`src/rtl/rv32i_pkg.sv`:
```
// ---------------------------------------------------------------------------
// rv32i_pkg
// Shared definitions for the RV32I pipeline control path.
//   - opcode constants for every instruction class the decoder recognises
//   - write-back source select and ALU-operation class encodings
//   - control bundles carried by the ID/EX, EX/MEM and MEM/WB registers
// ---------------------------------------------------------------------------
package rv32i_pkg;

   localparam logic [6:0] OP_R      = 7'b0110011;
   localparam logic [6:0] OP_I_ALU  = 7'b0010011;
   localparam logic [6:0] OP_LOAD   = 7'b0000011;
   localparam logic [6:0] OP_STORE  = 7'b0100011;
   localparam logic [6:0] OP_BRANCH = 7'b1100011;
   localparam logic [6:0] OP_JAL    = 7'b1101111;
   localparam logic [6:0] OP_JALR   = 7'b1100111;
   localparam logic [6:0] OP_LUI    = 7'b0110111;
   localparam logic [6:0] OP_AUIPC  = 7'b0010111;

   // Write-back source select.
   typedef enum logic [1:0] {
      WB_ALU = 2'b00,
      WB_MEM = 2'b01,
      WB_PC4 = 2'b10,
      WB_IMM = 2'b11
   } wb_sel_e;

   // ALU-operation class handed to the ALU control unit.
   typedef enum logic [1:0] {
      ULA_ADD    = 2'b00,
      ULA_BRANCH = 2'b01,
      ULA_R      = 2'b10,
      ULA_I      = 2'b11
   } ula_op_e;

   // Full control bundle produced by decode and held in ID/EX.
   typedef struct packed {
      logic    valid;
      logic    branch;
      logic    jump;
      logic    mux_ula;
      logic    a_pc;
      ula_op_e ula_op;
      logic    mem_rd;
      logic    mem_wr;
      logic    reg_wr;
      wb_sel_e wb_sel;
   } ctrl_t;

   // Subset still needed once the instruction has left EX.
   typedef struct packed {
      logic    valid;
      logic    mem_rd;
      logic    mem_wr;
      logic    reg_wr;
      wb_sel_e wb_sel;
   } mem_ctrl_t;

   // Subset still needed in WB.
   typedef struct packed {
      logic    valid;
      logic    reg_wr;
      wb_sel_e wb_sel;
   } wb_ctrl_t;

endpackage

```
`src/rtl/ctrl_decode.sv`:
```
// ---------------------------------------------------------------------------
// ctrl_decode
// Purely combinational opcode decode for the ID stage.
// Ports:
//   i_valid     ID instruction valid
//   i_opcode    7-bit opcode
//   i_rd_zero   destination register is x0 (suppresses reg_wr)
//   o_ctrl      control bundle; all-zero bubble when invalid or illegal
//   o_illegal   valid opcode that is not in the decode table
//   o_use_rs1   instruction reads rs1
//   o_use_rs2   instruction reads rs2
// ---------------------------------------------------------------------------
module ctrl_decode
   import rv32i_pkg::*;
(
   input  logic       i_valid,
   input  logic [6:0] i_opcode,
   input  logic       i_rd_zero,
   output ctrl_t      o_ctrl,
   output logic       o_illegal,
   output logic       o_use_rs1,
   output logic       o_use_rs2
);

   ctrl_t w_raw;
   logic  w_legal;
   logic  w_rs1;
   logic  w_rs2;

   // Table lookup on the opcode alone; validity is applied afterwards.
   always_comb begin
      // NOTE: every variable gets a default before the case so no path
      // leaves it unassigned, which would otherwise infer a latch.
      w_raw   = '0;
      w_legal = 1'b1;
      w_rs1   = 1'b0;
      w_rs2   = 1'b0;
      case (i_opcode)
         OP_R: begin
            w_raw.ula_op = ULA_R;
            w_raw.reg_wr = 1'b1;
            w_raw.wb_sel = WB_ALU;
            w_rs1        = 1'b1;
            w_rs2        = 1'b1;
         end
         OP_I_ALU: begin
            w_raw.ula_op  = ULA_I;
            w_raw.mux_ula = 1'b1;
            w_raw.reg_wr  = 1'b1;
            w_raw.wb_sel  = WB_ALU;
            w_rs1         = 1'b1;
         end
         OP_LOAD: begin
            w_raw.mem_rd  = 1'b1;
            w_raw.ula_op  = ULA_ADD;
            w_raw.mux_ula = 1'b1;
            w_raw.reg_wr  = 1'b1;
            w_raw.wb_sel  = WB_MEM;
            w_rs1         = 1'b1;
         end
         OP_STORE: begin
            w_raw.mem_wr  = 1'b1;
            w_raw.ula_op  = ULA_ADD;
            w_raw.mux_ula = 1'b1;
            w_rs1         = 1'b1;
            w_rs2         = 1'b1;
         end
         OP_BRANCH: begin
            w_raw.branch = 1'b1;
            w_raw.ula_op = ULA_BRANCH;
            w_rs1        = 1'b1;
            w_rs2        = 1'b1;
         end
         OP_JAL: begin
            w_raw.jump   = 1'b1;
            w_raw.reg_wr = 1'b1;
            w_raw.wb_sel = WB_PC4;
         end
         OP_JALR: begin
            w_raw.jump    = 1'b1;
            w_raw.ula_op  = ULA_ADD;
            w_raw.mux_ula = 1'b1;
            w_raw.reg_wr  = 1'b1;
            w_raw.wb_sel  = WB_PC4;
            w_rs1         = 1'b1;
         end
         OP_LUI: begin
            w_raw.reg_wr = 1'b1;
            w_raw.wb_sel = WB_IMM;
         end
         OP_AUIPC: begin
            w_raw.a_pc    = 1'b1;
            w_raw.mux_ula = 1'b1;
            w_raw.ula_op  = ULA_ADD;
            w_raw.reg_wr  = 1'b1;
            w_raw.wb_sel  = WB_ALU;
         end
         default: w_legal = 1'b0;
      endcase
   end

   // Invalid or illegal slots collapse to a bubble; writes to x0 are dropped.
   always_comb begin
      o_ctrl = '0;
      if (i_valid && w_legal) begin
         o_ctrl       = w_raw;
         o_ctrl.valid = 1'b1;
         if (i_rd_zero) o_ctrl.reg_wr = 1'b0;
      end
   end

   assign o_illegal = i_valid & ~w_legal;
   assign o_use_rs1 = i_valid & w_legal & w_rs1;
   assign o_use_rs2 = i_valid & w_legal & w_rs2;

endmodule

```
`src/rtl/ctrl_pipe.sv`:
```
// ---------------------------------------------------------------------------
// ctrl_pipe
// Control path of a 5-stage RV32I pipeline: decodes the ID instruction,
// carries its control bundle through ID/EX, EX/MEM and MEM/WB, and produces
// load-use stall and branch flush.
// Ports:
//   clk, rst                       clock, asynchronous active-high reset
//   id_valid, id_opcode            ID instruction and its opcode
//   id_rs1, id_rs2, id_rd          ID register indices
//   ex_branch_taken                branch/jump resolved taken in EX
//   stall, flush_ifid, id_illegal  combinational hazard/decode status
//   ex_*                           registered EX controls
//   mem_*                          registered MEM controls
//   wb_*                           registered WB controls
// ---------------------------------------------------------------------------
module ctrl_pipe
   import rv32i_pkg::*;
#(
   parameter int REG_AW    = 5,
   parameter int ULA_OP_W  = 2,
   parameter bit HAZARD_EN = 1'b1
) (
   input  logic                clk,
   input  logic                rst,
   input  logic                id_valid,
   input  logic [6:0]          id_opcode,
   input  logic [REG_AW-1:0]   id_rs1,
   input  logic [REG_AW-1:0]   id_rs2,
   input  logic [REG_AW-1:0]   id_rd,
   input  logic                ex_branch_taken,
   output logic                stall,
   output logic                flush_ifid,
   output logic                id_illegal,
   output logic                ex_valid,
   output logic                ex_branch,
   output logic                ex_jump,
   output logic                ex_mux_ula,
   output logic                ex_a_pc,
   output logic [ULA_OP_W-1:0] ex_ula_op,
   output logic [REG_AW-1:0]   ex_rd,
   output logic                mem_valid,
   output logic                mem_rd,
   output logic                mem_wr,
   output logic [REG_AW-1:0]   mem_rd_idx,
   output logic                wb_valid,
   output logic                wb_reg_wr,
   output logic [1:0]          wb_sel,
   output logic [REG_AW-1:0]   wb_rd
);

   ctrl_t             w_id_ctrl;
   logic              w_illegal;
   logic              w_use_rs1;
   logic              w_use_rs2;
   logic              w_load_use;
   logic              w_bubble;

   ctrl_t             r_ex;
   logic [REG_AW-1:0] r_ex_rd;
   mem_ctrl_t         r_mem;
   logic [REG_AW-1:0] r_mem_rd;
   wb_ctrl_t          r_wb;
   logic [REG_AW-1:0] r_wb_rd;

   ctrl_decode u_decode (
      .i_valid   (id_valid),
      .i_opcode  (id_opcode),
      .i_rd_zero (id_rd == '0),
      .o_ctrl    (w_id_ctrl),
      .o_illegal (w_illegal),
      .o_use_rs1 (w_use_rs1),
      .o_use_rs2 (w_use_rs2)
   );

   // A load in EX whose non-zero destination is read by the ID instruction
   // cannot forward in time, so ID must wait one cycle.
   assign w_load_use = id_valid && r_ex.valid && r_ex.mem_rd && (r_ex_rd != '0)
                    && ((w_use_rs1 && (id_rs1 == r_ex_rd))
                     || (w_use_rs2 && (id_rs2 == r_ex_rd)));

   // A taken branch kills the ID instruction anyway, so it overrides the stall.
   assign stall      = HAZARD_EN & w_load_use & ~ex_branch_taken;
   assign flush_ifid = ex_branch_taken;
   assign id_illegal = w_illegal;
   assign w_bubble   = ex_branch_taken | stall;

   // NOTE: all stage registers are reset, not only the valid bits, because
   // every registered control output must read zero while reset is held.
   always_ff @(posedge clk or posedge rst) begin
      if (rst) begin
         r_ex     <= '0;
         r_ex_rd  <= '0;
         r_mem    <= '0;
         r_mem_rd <= '0;
         r_wb     <= '0;
         r_wb_rd  <= '0;
      end else begin
         // NOTE: non-blocking assignments let every stage sample the previous
         // value of the stage before it, giving a true one-edge shift.
         if (w_bubble) begin
            r_ex    <= '0;
            r_ex_rd <= '0;
         end else begin
            r_ex    <= w_id_ctrl;
            r_ex_rd <= w_id_ctrl.valid ? id_rd : '0;
         end
         r_mem    <= '{valid:  r_ex.valid,
                       mem_rd: r_ex.mem_rd,
                       mem_wr: r_ex.mem_wr,
                       reg_wr: r_ex.reg_wr,
                       wb_sel: r_ex.wb_sel};
         r_mem_rd <= r_ex_rd;
         r_wb     <= '{valid:  r_mem.valid,
                       reg_wr: r_mem.reg_wr,
                       wb_sel: r_mem.wb_sel};
         r_wb_rd  <= r_mem_rd;
      end
   end

   assign ex_valid   = r_ex.valid;
   assign ex_branch  = r_ex.branch;
   assign ex_jump    = r_ex.jump;
   assign ex_mux_ula = r_ex.mux_ula;
   assign ex_a_pc    = r_ex.a_pc;
   assign ex_ula_op  = ULA_OP_W'(r_ex.ula_op);
   assign ex_rd      = r_ex_rd;

   assign mem_valid  = r_mem.valid;
   assign mem_rd     = r_mem.mem_rd;
   assign mem_wr     = r_mem.mem_wr;
   assign mem_rd_idx = r_mem_rd;

   assign wb_valid   = r_wb.valid;
   assign wb_reg_wr  = r_wb.reg_wr;
   assign wb_sel     = r_wb.wb_sel;
   assign wb_rd      = r_wb_rd;

endmodule

```
`config.mk`:
```
export PLATFORM = sky130hd
export DESIGN_NAME = ctrl_pipe
export DESIGN_NICKNAME = d
export VERILOG_FILES = /design/src/rtl/rv32i_pkg.sv /design/src/rtl/ctrl_decode.sv /design/src/rtl/ctrl_pipe.sv
export SDC_FILE = /design/constraint.sdc
export NUM_CORES = 1
export LEC_CHECK = 0
export CORE_MARGIN = 1.5
export CORE_UTILIZATION = 44
export DETAILED_ROUTE_END_ITERATION = 6
export GPL_TIMING_DRIVEN = 0
export PLACE_DENSITY = 0.79
export REMOVE_ABC_BUFFERS = 1
export SLEW_MARGIN = 30
export SYNTH_ARGS = -nofsm -noshare
export SYNTH_HDL_FRONTEND = slang
export SYNTH_HIERARCHICAL = 1
export SYNTH_SLANG_ARGS = --single-unit
export TNS_END_PERCENT = 20
```
`constraint.sdc`:
```
create_clock -name clk -period 4.2 [get_ports clk]
set_clock_uncertainty 0.1 [all_clocks]
set_input_delay 1.26 -clock clk [delete_from_list [all_inputs] [get_ports clk]]
set_output_delay 1.26 -clock clk [all_outputs]
set_load 0.01 [all_outputs]
```
**Word-level counts from Yosys, hierarchy flattened**

Cells that the tools add are included.

- Register bits: 37
- Input port bits: 26
- Output and inout bits: 32
- Logic and storage cells: 72

- Equal/unequal tests: 11
- Multiplexer cells: 16
- Bitwise logic cells: 8
- Reduce and logical (&&, ||, !) cells: 16

Operator list:

| kind | number |
|---|---|
| 2-to-1 mux 12 bit | 2 |
| equality test 7 x 6 -> 1 bit, second input constant | 3 |
| equality test 7 bit, second input constant | 3 |
| equality test 7 x 5 -> 1 bit, second input constant | 2 |
| case mux 3 bit (4 select lines) | 1 |
| equality test 5 bit | 2 |
| 2-to-1 mux 1 bit | 10 |
| 2-to-1 mux 5 bit | 2 |
| OR reduction 9 bit | 1 |
| equality test 7 x 2 -> 1 bit, second input constant | 1 |
| logical AND 1 bit | 7 |
| case mux 2 bit (3 select lines) | 1 |
| OR reduction 3 bit | 2 |
| OR reduction 6 bit | 1 |
| bitwise AND 1 bit | 5 |
| zero test 5 bit | 1 |
| nonzero test 5 bit | 1 |
| OR reduction 5 bit | 1 |
| NOT 1 bit | 2 |
| OR reduction 2 bit | 1 |
| logical OR 1 bit | 1 |
| bitwise OR 1 bit | 1 |

**Longest topological paths before layout**

Gate-level depths: netlist (run 1).

- Word-level depth: 11
- Depth in mapped cells: 8
- Gate-level depth less buffers: 6

**By module**

Netlist (run 1), hierarchy kept.

By module, submodules not included:

| module | times used | cells an instance | area an instance (um2) | sequential area each (um2) |
|---|---|---|---|---|
| ctrl_pipe | 1 | 100 | 1327.5 | 925.9 |
| ctrl_decode | 1 | 43 | 315.3 | 0.0 |

**Worst setup path after synthesis (run 1)**

Ideal clock, no wire load.

- Kind: input port to output port
- From: input port id_opcode[2]
- To: output port stall
- Data arrival time: 2591 ps
- Data required time: 2840 ps
- Setup slack: 249 ps
- Stages: 7
- Buffers on the path: 2
- Path through: buf_6 > or3_4 > buf_6 > a211oi_2 > nand2_1 > o22ai_4 > and3b_2

- Word-level cells in the longest chain between the ends: 9
- Elaborated cells between the ends (all ways): 23
- Those cells by class: 9 x eq/ne; 3 x mux; 4 x bitwise; 7 x reduce/logical

RTL lines:

| item | line | text |
|---|---|---|
| start: declaration | ctrl_pipe.sv:26 | `input logic [6:0] id_opcode,` |
| equality test 7 x 6 -> 1 bit, or another cell as far along | ctrl_decode.sv:38 | `case (i_opcode)` |
| OR reduction 9 bit (no source line) | - |  |
| 2-to-1 mux 1 bit | ctrl_decode.sv:38 |  |
| bitwise AND 1 bit | ctrl_decode.sv:114 | `assign o_use_rs2 = i_valid & w_legal & w_rs2;` |
| bitwise AND 1 bit (*) | ctrl_decode.sv:114 |  |
| via w_use_rs2 | ctrl_pipe.sv:54 | `logic w_use_rs2;` |
| logical AND 1 bit (*) | ctrl_pipe.sv:79 | `\|\| (w_use_rs2 && (id_rs2 == r_ex_rd)));` |
| logical OR 1 bit (*) | ctrl_pipe.sv:79 |  |
| logical AND 1 bit (*) | ctrl_pipe.sv:78 | `&& ((w_use_rs1 && (id_rs1 == r_ex_rd))` |
| bitwise AND 1 bit (*) | ctrl_pipe.sv:82 | `assign stall = HAZARD_EN & w_load_use & ~ex_branch_taken;` |
| end: declaration | ctrl_pipe.sv:31 | `output logic stall,` |

Mark *: on every way through the listed nets, which the timed path passes. The rest lies on a longest branch.

**Worst setup path in the final report (run 1)**

- From: input port id_opcode[3]
- To: output port stall

The elaborated chain is that of the path after synthesis.

==> summary.txt, run 1 <==
Run status
  – Outcome: complete, no violations

Floorplan
  – Die X: 64.1 um
  – Row count: 22
  – Core ar.: ~3600 um^2
  – Die area: slightly above 4000 um^2
  – Starting density of the core: 0.452
  – Die Y: ~64 um
  – # IOs: a little under 60

Place
  – Port bufs: 57
  – Post-DP HPWL: around 2300 um
  – Final RePlAce weighted congestion: a little over 0.8

Setup path
  – Slowest Stage Delay on Critical Path: about 0.38 ns
  – CP startpoint: id_opcode[3]
  – CP Data Arrival Time: about 2.8 ns
  – CP Data Required Time: between 2 and 3 ns
  – Cell family with most CP delay: simple AND/OR/NAND/NOR gates
  – Startpoint Class: input pin
  – Buffers & Inverters on Critical Path: 2
  – Critical-path cell list: dlygate4sd2_1, nand3b_1, or3_4, a211oi_2, nand2_1, o22ai_4, and3b_2, buf_6
  – Crit path capture: stall
  – Reg-to-reg setup timing slack: between 2 and 2.5 ns
  – Critical Path Stages: 8
  – CP Max Fanout: 2
  – WS Path Type: input pin to output pin
  – Crit path capture type: output pin
  – Slowest-stage cell, CP: or3_4
  – Worst r2r src: ex_rd[1]
  – Worst R2R End: ex_valid
  – R2R depth: 6

GRT
  – Total gr overflow: 0
  – Gr usage total: 0.174
  – Initial antenna violation count: 0
  – First-pass GRT wire length: about 5300 um
  – Number of global-route vias before repair: 1137
  – Largest net degree at the start of global routing: 38

Synth
  – Post-synthesis sequential area ratio: 0.564
  – Yosys reg bits: 37
  – Cell Area, Synth: 1640 um^2
  – Ys async rst share: 1.00
  – Syn avg cell area: 11.5 um^2
  – Synth cell count leaders: dfrtp_1 (37), a21oi_1 (19), nand2b_1 (11), xnor2_1 (10), nand2_1 (9)
  – Main flop type after synthesis: dfrtp_1
  – Share of the synthesized area in the top cell type: 0.564
  – Dominant cells by area after synthesis: dfrtp_1 (56%), a21oi_1 (5.8%), xnor2_1 (5.3%)
  – Top-count cell post-synth: dfrtp_1
  – Synth Warn #: 6
  – Yosys cell types: 38
  – Synth Instances: approximately 140
  – Number of synthesized flops with an enable pin: 0
  – Dominant cell type by area after synthesis: dfrtp_1

Hold path
  – Hold_sp: r_mem[0]
  – HP Class: flop to flop

Drt
  – Vias per cell: 4.88
  – Number of remaining DRC errors: 0
  – WL final: ~3200 um
  – Via Count: between 1k and 1.5k
  – DR WL/cell: 12.8 um
  – First-pass iteration count of the detailed router: 4
  – Initial DRC Count: 33
  – Routed Antenna Nets: 0

Clocking
  – Sink Count: 37
  – Clk slew on worst S/H paths: around 0.060 ns
  – Max clock buf depth: 2
  – TritonCTS Buffers: 5
  – CTS H-Tree Depth: 2
  – Worst skew pair latency: between 0.2 and 0.3 ns
  – Post-CTS Hold Buffers: 0
  – Root buffer cell: clkbuf_8
  – CTS tree: built

STA
  – Pins Over Slew Limit: 0
  – Setup violators final: 0
  – Slew @ Worst Pin: 0.692 ns
  – Slew headroom: 0.538
  – Final worst path period share: 0.992
  – Achievable Freq: approximately 240 MHz
  – Period minus WS final: 4.16 ns
  – RSZ-0062 raised after global routing: true
  – Final hold vios: 0
  – Total negative setup slack: 0 ns

Finish
  – P&R area growth vs syn: 41.5%
  – Layout net count: 228
  – Fin util: 0.640
  – Layout cells sized above 1: 0.158
  – Fillers: 290
  – N_diodes: 0

Power
  – Peak VDD IR: roughly 0.12 mV
  – PwrDens: just under 300 nW/um^2
  – Total power: 0.687 mW
  – P_leak: around 1 nW

Flow run
  – # Max-Cap Violations: 0
==> cell usage in the layout, fill, tap and decap left out, drive strengths merged, types with 2 or more instances in the layout <==
cell,Yosys,layout
dfrtp,37,37
xnor2,10,10
nor2b,2,2
nand3b,2,2
and3b,2,2
or3,2,2
a211oi,4,4
clkbuf,1,8
nand2b,12,12
nand4,3,3
inv,4,4
a21oi,20,20
nor2,4,4
or2,2,2
nand3,5,5
clkdlybuf4s15,0,2
buf,10,7
nand2,9,9
dlygate4sd2,0,5
clkdlybuf4s50,0,48
nor3,4,4
==> worst reg2reg max path, stage by stage, from the launching register on <==
cell      delay (ns)
dfrtp_1         0.46
xnor2_1         0.18
nand4_1         0.15
o22ai_4         0.22
buf_4           0.14
buf_4           0.19
a21boi_0        0.12
==> cell type report <==
class | count | area [um^2] | area share
flip-flops and latches | 37 | 926 | 0.398
clock buffers | 7 | 96.3 | 0.0414
inverters | 4 | 15.0 | 0.00646
clock inverters | 1 | 5.00 | 0.00215
well taps | 48 | 60.1 | 0.0258
multi-input cells | 91 | 614 | 0.264
repair buffers | 63 | 608 | 0.262
==> kinds of logic after synthesis <==
group,synth area share
xor+xnor,0.0533
simple gates,0.198
buf+inv,0.0624
flops,0.564
compound gates,0.123
==> power by group <==
part / switching, mW / internal [mW]
Clock: 0.113 / 0.148
Sequential: 0.00142 / 0.359
Combinational: 0.0305 / 0.0357
==> per-stage QoR <==
| step | setup WS (ns) | instances | hold WS, ns | area [um^2] |
|---|---|---|---|---|
| 6_report | 0.0353 | 251 | 0.251 | 2320 |
| 5_1_grt | -0.0435 | 251 | 0.258 | 2320 |
| 4_1_cts | -0.000433 | 249 | 0.255 | 2310 |
| 3_5_place_dp | -1.01 | 237 | 0.236 | 2190 |
| 3_3_place_gp | -1.01 | 237 | 0.233 | 2190 |
| 2_1_floorplan | 0.208 | 132 | 0.231 | 1560 |
==> layer usage <==
metal / GRT usage / wire (um) / vias up
met5: 0 / 0 / -
met4: 0.0798 / 68 / 0
met3: 0.0493 / 203 / 5
met2: 0.293 / 1650 / 53
met1: 0.207 / 1280 / 558
li1: - / - / 609
==> worst min-delay path by stage <==
stage / slack [ns] / to / cells past startpoint
2_1_floorplan: 0.23 / mem_wr / 0
3_3_place_gp: 0.23 / wb_sel[1] / 0
3_5_place_dp: 0.24 / wb_reg_wr / 0
4_1_cts: 0.25 / wb_reg_wr / 0
5_1_grt: 0.26 / wb_sel[0] / 0
6_report: 0.25 / wb_sel[0] / 0
==> timing repair <==
item                                    in CTS  in global routing
gates resized for setup                     17                  2
endpoints found under the setup margin       2                  2
hold endpoints to repair                     0                  0
setup buffers                                4                  2
pin swaps                                    4                  0
gates cloned                                 0                  0
==> state kept, by name, indices dropped and copies added (netlist names) <==
register    flops
ex_a_pc         1
ex_branch       1
ex_jump         1
ex_mux_ula      1
ex_rd           5
ex_ula_op       2
ex_valid        1
mem_rd          1
mem_rd_idx      5
mem_valid       1
mem_wr          1
r_ex            5
r_mem           3
wb_rd           5
wb_reg_wr       1
wb_sel          2
wb_valid        1
(Power assumes the default switching activity.)
==> run 2: changes to the inputs <==
- HOLD_SLACK_MARGIN: not set -> 0.05
- SLEW_MARGIN: 30 -> 5
==> results of run 2 <==
Same layout as run 1: the final DEF is identical, and so are final timing and power.
==> variant 1, RTL diff (config.mk and constraints of run 1) <==
Set the parameter `ULA_OP_W` to 4 (it was 2).
--- a/src/rtl/ctrl_pipe.sv
+++ b/src/rtl/ctrl_pipe.sv
@@ -17,7 +17,7 @@
    import rv32i_pkg::*;
 #(
    parameter int REG_AW    = 5,
-   parameter int ULA_OP_W  = 2,
+   parameter int ULA_OP_W  = 4,
    parameter bit HAZARD_EN = 1'b1
 ) (
    input  logic                clk,
Interface: changed (resized ex_ula_op); port bits go from 58 to 60. No check against the original RTL was run, so the function may have changed too.
==> variant 1 against run 1 <==
Routed wire length shrank 2.2%. Global-route usage shrank 0.31 points. Setup slack lost 0.029 ns. Total power down 5.3%. Final area decreased by 1.2%. Sequential share of layout area grew 0.48 points. Synthesized cell count is 2.1% higher. Cell count is 0.40% higher. Area after synthesis increased by 1.1%. Sequential power barely moved. Sequential cell count did not move. Clock power fell by 14%.
==> variant 1: results (changes against run 1) <==
[status]
outcome = complete, no violations

[sta]
maxSlewHeadroom_pct = 54.1  ; +0.26 points
fmax_mhz = 238  ; -0.68%

[pwr]
pwr-share-comb_pct = 10.1  ; +0.5 points
ir_drop_mv = 0.152  ; +23%
sw_frac_of_total_pct = 22.0  ; +0.91 points
pg_seq_uw = 360  ; about the same
power_leakage_uw = 0.000976  ; -0.86%
p_total_uw = 651  ; -5.3%

[setup_path]
rr_startpoint = ex_rd[2]
arrival_ns = 2.83  ; +0.03 ns
critPathLaunch = id_opcode[2]
worst_r2r_endpoint = ex_ula_op[0]
crit_path_max_fanout = 10  ; +8
crit_path_max_incr_delay_ns = 0.43  ; +0.05 ns
reg2reg_depth = 7  ; +1
reg2reg_slack_ns = 2.37  ; -0.11 ns

[routing]
drt-initial-drc-count = 29  ; -12%
wl_per_cell_um = 12.4  ; -2.5%
vias = 1230  ; +0.41%

[grt]
grt_pass1_vias = 1172  ; +3.1%
grt.total_usage_pct = 17.1  ; -0.31 points
grt_pass1_wl_um = 5450  ; +2.2%

[yosys]
yosysSeqAreaShare_pct = 55.7  ; -0.64 points
synthTopCellsByArea = dfrtp_1 56%, a21oi_1 5.7%, xnor2_1 5.3%, nand2b_1 4.1%, buf_4 3.6%
ys_types = 39  ; +2.6%
yosysWarningCount = 6  ; unchanged

[clocking]
clock_latency_ns = 0.28  ; about the same
clk_path_buf_depth = 2  ; unchanged
htreeDepth = 2  ; unchanged

[finish]
drive_gt1_share_pct = 15.2  ; -0.57 points
fin_nets = 229  ; +0.44%
fill_cells = 300  ; +3.4%

[placed_design]
routabilityCongestion = 0.756  ; -6.0%
hpwlAfterDp_um = 2360  ; +2.1%
pre_cts_slack_ns = -1.01  ; -0.00231 ns

[die]
initial_utilization_pct = 45.7  ; +0.52 points

[min_path]
hold_start = r_mem[2]
holdPathStages = 0  ; unchanged
whs_endpoint = wb_reg_wr

variant 1: cell type report:
class	count	area, um^2	share of cell area, %
repair buffers	62	592	25.8
inverters	4	15.0	0.654
multi-input cells	93	622	27.1
clock inverters	2	10.0	0.436
clock buffers	6	72.6	3.16
well taps	48	60.1	2.61
flip-flops and latches	37	926	40.3
variant 1: per-layer routing:
metal | GRT usage [%] | up-vias | wire length, um
met2 | 27.5 | 49 | 1510
met3 | 4.34 | 9 | 183
met1 | 21.8 | 569 | 1360
met4 | 7.98 | 0 | 82
li1 | - | 603 | -
met5 | 0 | - | 0
variant 1: what timing repair did:
action                                  4_1_cts  5_1_grt
hold endpoints to repair                      0        0
gates resized for setup                      16        6
setup buffers                                 3        2
endpoints found under the setup margin        2        2
gates cloned                                  0        0
pin swaps                                     5        4
variant 1: worst max-delay path by stage:
stage,endpoint,cells after the start
CTS,stall,8
global route,stall,7
finish,stall,7
global placement,stall,8
detailed placement,stall,8
floorplan,stall,6
variant 1: critical path: cells and delay by family:
family,cells,cell delay (ns)
AOI/OAI and AO/OA,2,0.38
and+or+nand+nor,3,0.77
buffers and inverters,2,0.43
variant 1: cells by family after synthesis:
group | count (synthesis) | share of synthesized area, %
and+or+nand+nor | 51 | 19.6
AOI/OAI and AO/OA | 30 | 12.1
DFF | 37 | 55.7
xor gates and xnor gates | 10 | 5.27
buffers and inverters | 17 | 7.08
other | 1 | 0.226
variant 1: through the flow:
stage / hold slack (ns) / util (%) / instances / cell area [um^2]
finish: 0.245 / 63.2 / 252 / 2300
global route: 0.255 / 63.2 / 252 / 2300
CTS: 0.248 / 63.1 / 250 / 2290
detailed placement: 0.236 / 60.4 / 239 / 2190
global placement: 0.233 / 60.4 / 239 / 2190
floorplan: 0.231 / - / 134 / 1560
==> variant 2, RTL diff (flow settings as in run 1) <==
Without the edit above. Reset style: synchronous (`rst`), changed in one clocked block. Comments in the files are not updated.
--- a/src/rtl/ctrl_pipe.sv
+++ b/src/rtl/ctrl_pipe.sv
@@ -86,7 +86,7 @@
 
    // NOTE: all stage registers are reset, not only the valid bits, because
    // every registered control output must read zero while reset is held.
-   always_ff @(posedge clk or posedge rst) begin
+   always_ff @(posedge clk) begin
       if (rst) begin
          r_ex     <= '0;
          r_ex_rd  <= '0;
Formal check against the unedited RTL: differs if rst is asserted again (counterexample within 4 cycles, from zero or initial values and one cycle with rst high); with rst held inactive, the same outputs for 10 cycles.
==> variant 2 against run 1 <==
Area after synthesis is 4.8% lower. Clock power decreased by 34%. Global-route usage rose by 0.054 points. Final area decreased by 6.7%. Total power decreased by 15%. Routed wire length rose by 4.1%. First-iteration DRC count increased by 48%. Highest routed layer unchanged. Critical endpoint is now id_illegal. Sequential power shrank 2%. Core utilization rose by 0.53 points. Setup slack improved by 0.038 ns. Non-clock buffer count up 1. Worst hold slack gained 0.098 ns. Sequential cell count unchanged.
==> variant 2: results (changes against run 1) <==
[grt]
grt_max_degree = 22  ; -42%
grt.total_usage_pct = 17.5  ; +0.054 points
use_met2_pct = 30.6  ; +1.3 points
grtUsageMet1_pct = 20.4  ; -0.29 points
grt_pass1_vias = 1233  ; +8.4%
grt_pass1_wl_um = 5460  ; +2.5%
grt_util_met3_pct = 4.50  ; -0.43 points

[routing]
via_per_inst = 4.89  ; +0.25%
met1_length_um = 1470  ; +15%
wl_met3_um = 178  ; -12%
drt-initial-drc-count = 49  ; +48%
finalWirelength_um = 3330  ; +4.1%

[sta]
timing.hold.ws_ns = 0.349  ; +0.0975 ns
max_slew.worst_pin.slew_ns = 0.880  ; +0.188 ns

[clocking]
clk_pin_slew_ns = 0.10  ; +0.04 ns
clock_latency_ns = 0.34  ; +0.06 ns
cts_root_buf = clkbuf_4

[setup_path]
reg2reg_slack_ns = 2.64  ; +0.16 ns
reg2reg_depth = 5  ; -1
worst_r2r_endpoint = ex_jump
crit_path_max_incr_delay_ns = 0.28  ; -0.10 ns
arrival_ns = 2.77  ; -0.03 ns
cpMaxStageDelayCell = a211o_1

[yosys]
async_reset_ff_share_pct = 0  ; -100 points
synth_commonest_cells = 37 x dfxtp_1, 21 x nor2b_1, 18 x a21oi_1
ys_types = 35  ; -7.9%
syn_avg_cell_area_um2 = 9.48  ; -17%

[placed_design]
dp_cells = 255  ; +7.6%
pre_cts_slack_ns = -1.05  ; -0.0468 ns
dpl_cell_area_um2 = 2100  ; -4.1%
hpwlAfterDp_um = 2470  ; +6.9%

[min_path]
hold_start = r_ex[1]
whs_endpoint = r_mem[1]

[status]
outcome = complete, no violations

[finish]
fin_nets = 249  ; +9.2%
stdcell_count = 270  ; +7.6%

variant 2: worst max path at each step:
stage / from / end / slack (ns) / cells past startpoint
after global placement: id_valid / stall / -0.99 / 8
after global routing: id_opcode[1] / stall / 0.005 / 8
after floorplan: id_opcode[3] / stall / 0.21 / 6
after CTS: id_opcode[2] / stall / 0.01 / 7
final: id_opcode[1] / id_illegal / 0.07 / 9
after detailed placement: id_opcode[2] / stall / -1.05 / 7
variant 2: power by group through the flow:
stage / registers [uW] / clock network [uW] / logic [uW]
3_3_place_gp: 360 / 0 / 58.4
5_1_grt: 352 / 194 / 64.6
4_1_cts: 352 / 179 / 58.6
6_report: 352 / 172 / 59.4
3_5_place_dp: 360 / 0 / 59.8
2_1_floorplan: 360 / 0 / 19.1
variant 2: cell families (layout without fill, tap and decap cells):
logic type	Yosys count	after routing	synth area share, %
xor gates and xnor gates	10	10	5.60
AOI/OAI and AO/OA	30	30	13.0
DFF	37	37	47.4
buffers and inverters	19	78	7.52
and+or+nand+nor	69	69	26.5
variant 2: cell type report:
cell class                 instances  area, um^2
fill                             318        1190
sequential                        37         741
multi-input combinational        109         706
timing repair buffer              64         592
tap                               46        57.6
clock buffer                       6        41.3
inverter                           6        22.5
clock inverter                     2        10.0
variant 2: what timing repair did:
action / CTS / global route
hold buffers: 0 / 0
buffers inserted: 5 / 2
setup endpoints to repair: 2 / 1
pin swaps: 5 / 4
gates resized for setup: 14 / 12
hold endpoints to repair: 0 / 0
variant 2: critical path, delay by kind of cell:
| family | cells | cell delay (ns) |
|---|---|---|
| and+or+nand+nor | 2 | 0.30 |
| buffers and inverters | 6 | 0.94 |
| AOI/OAI and AO/OA | 1 | 0.28 |
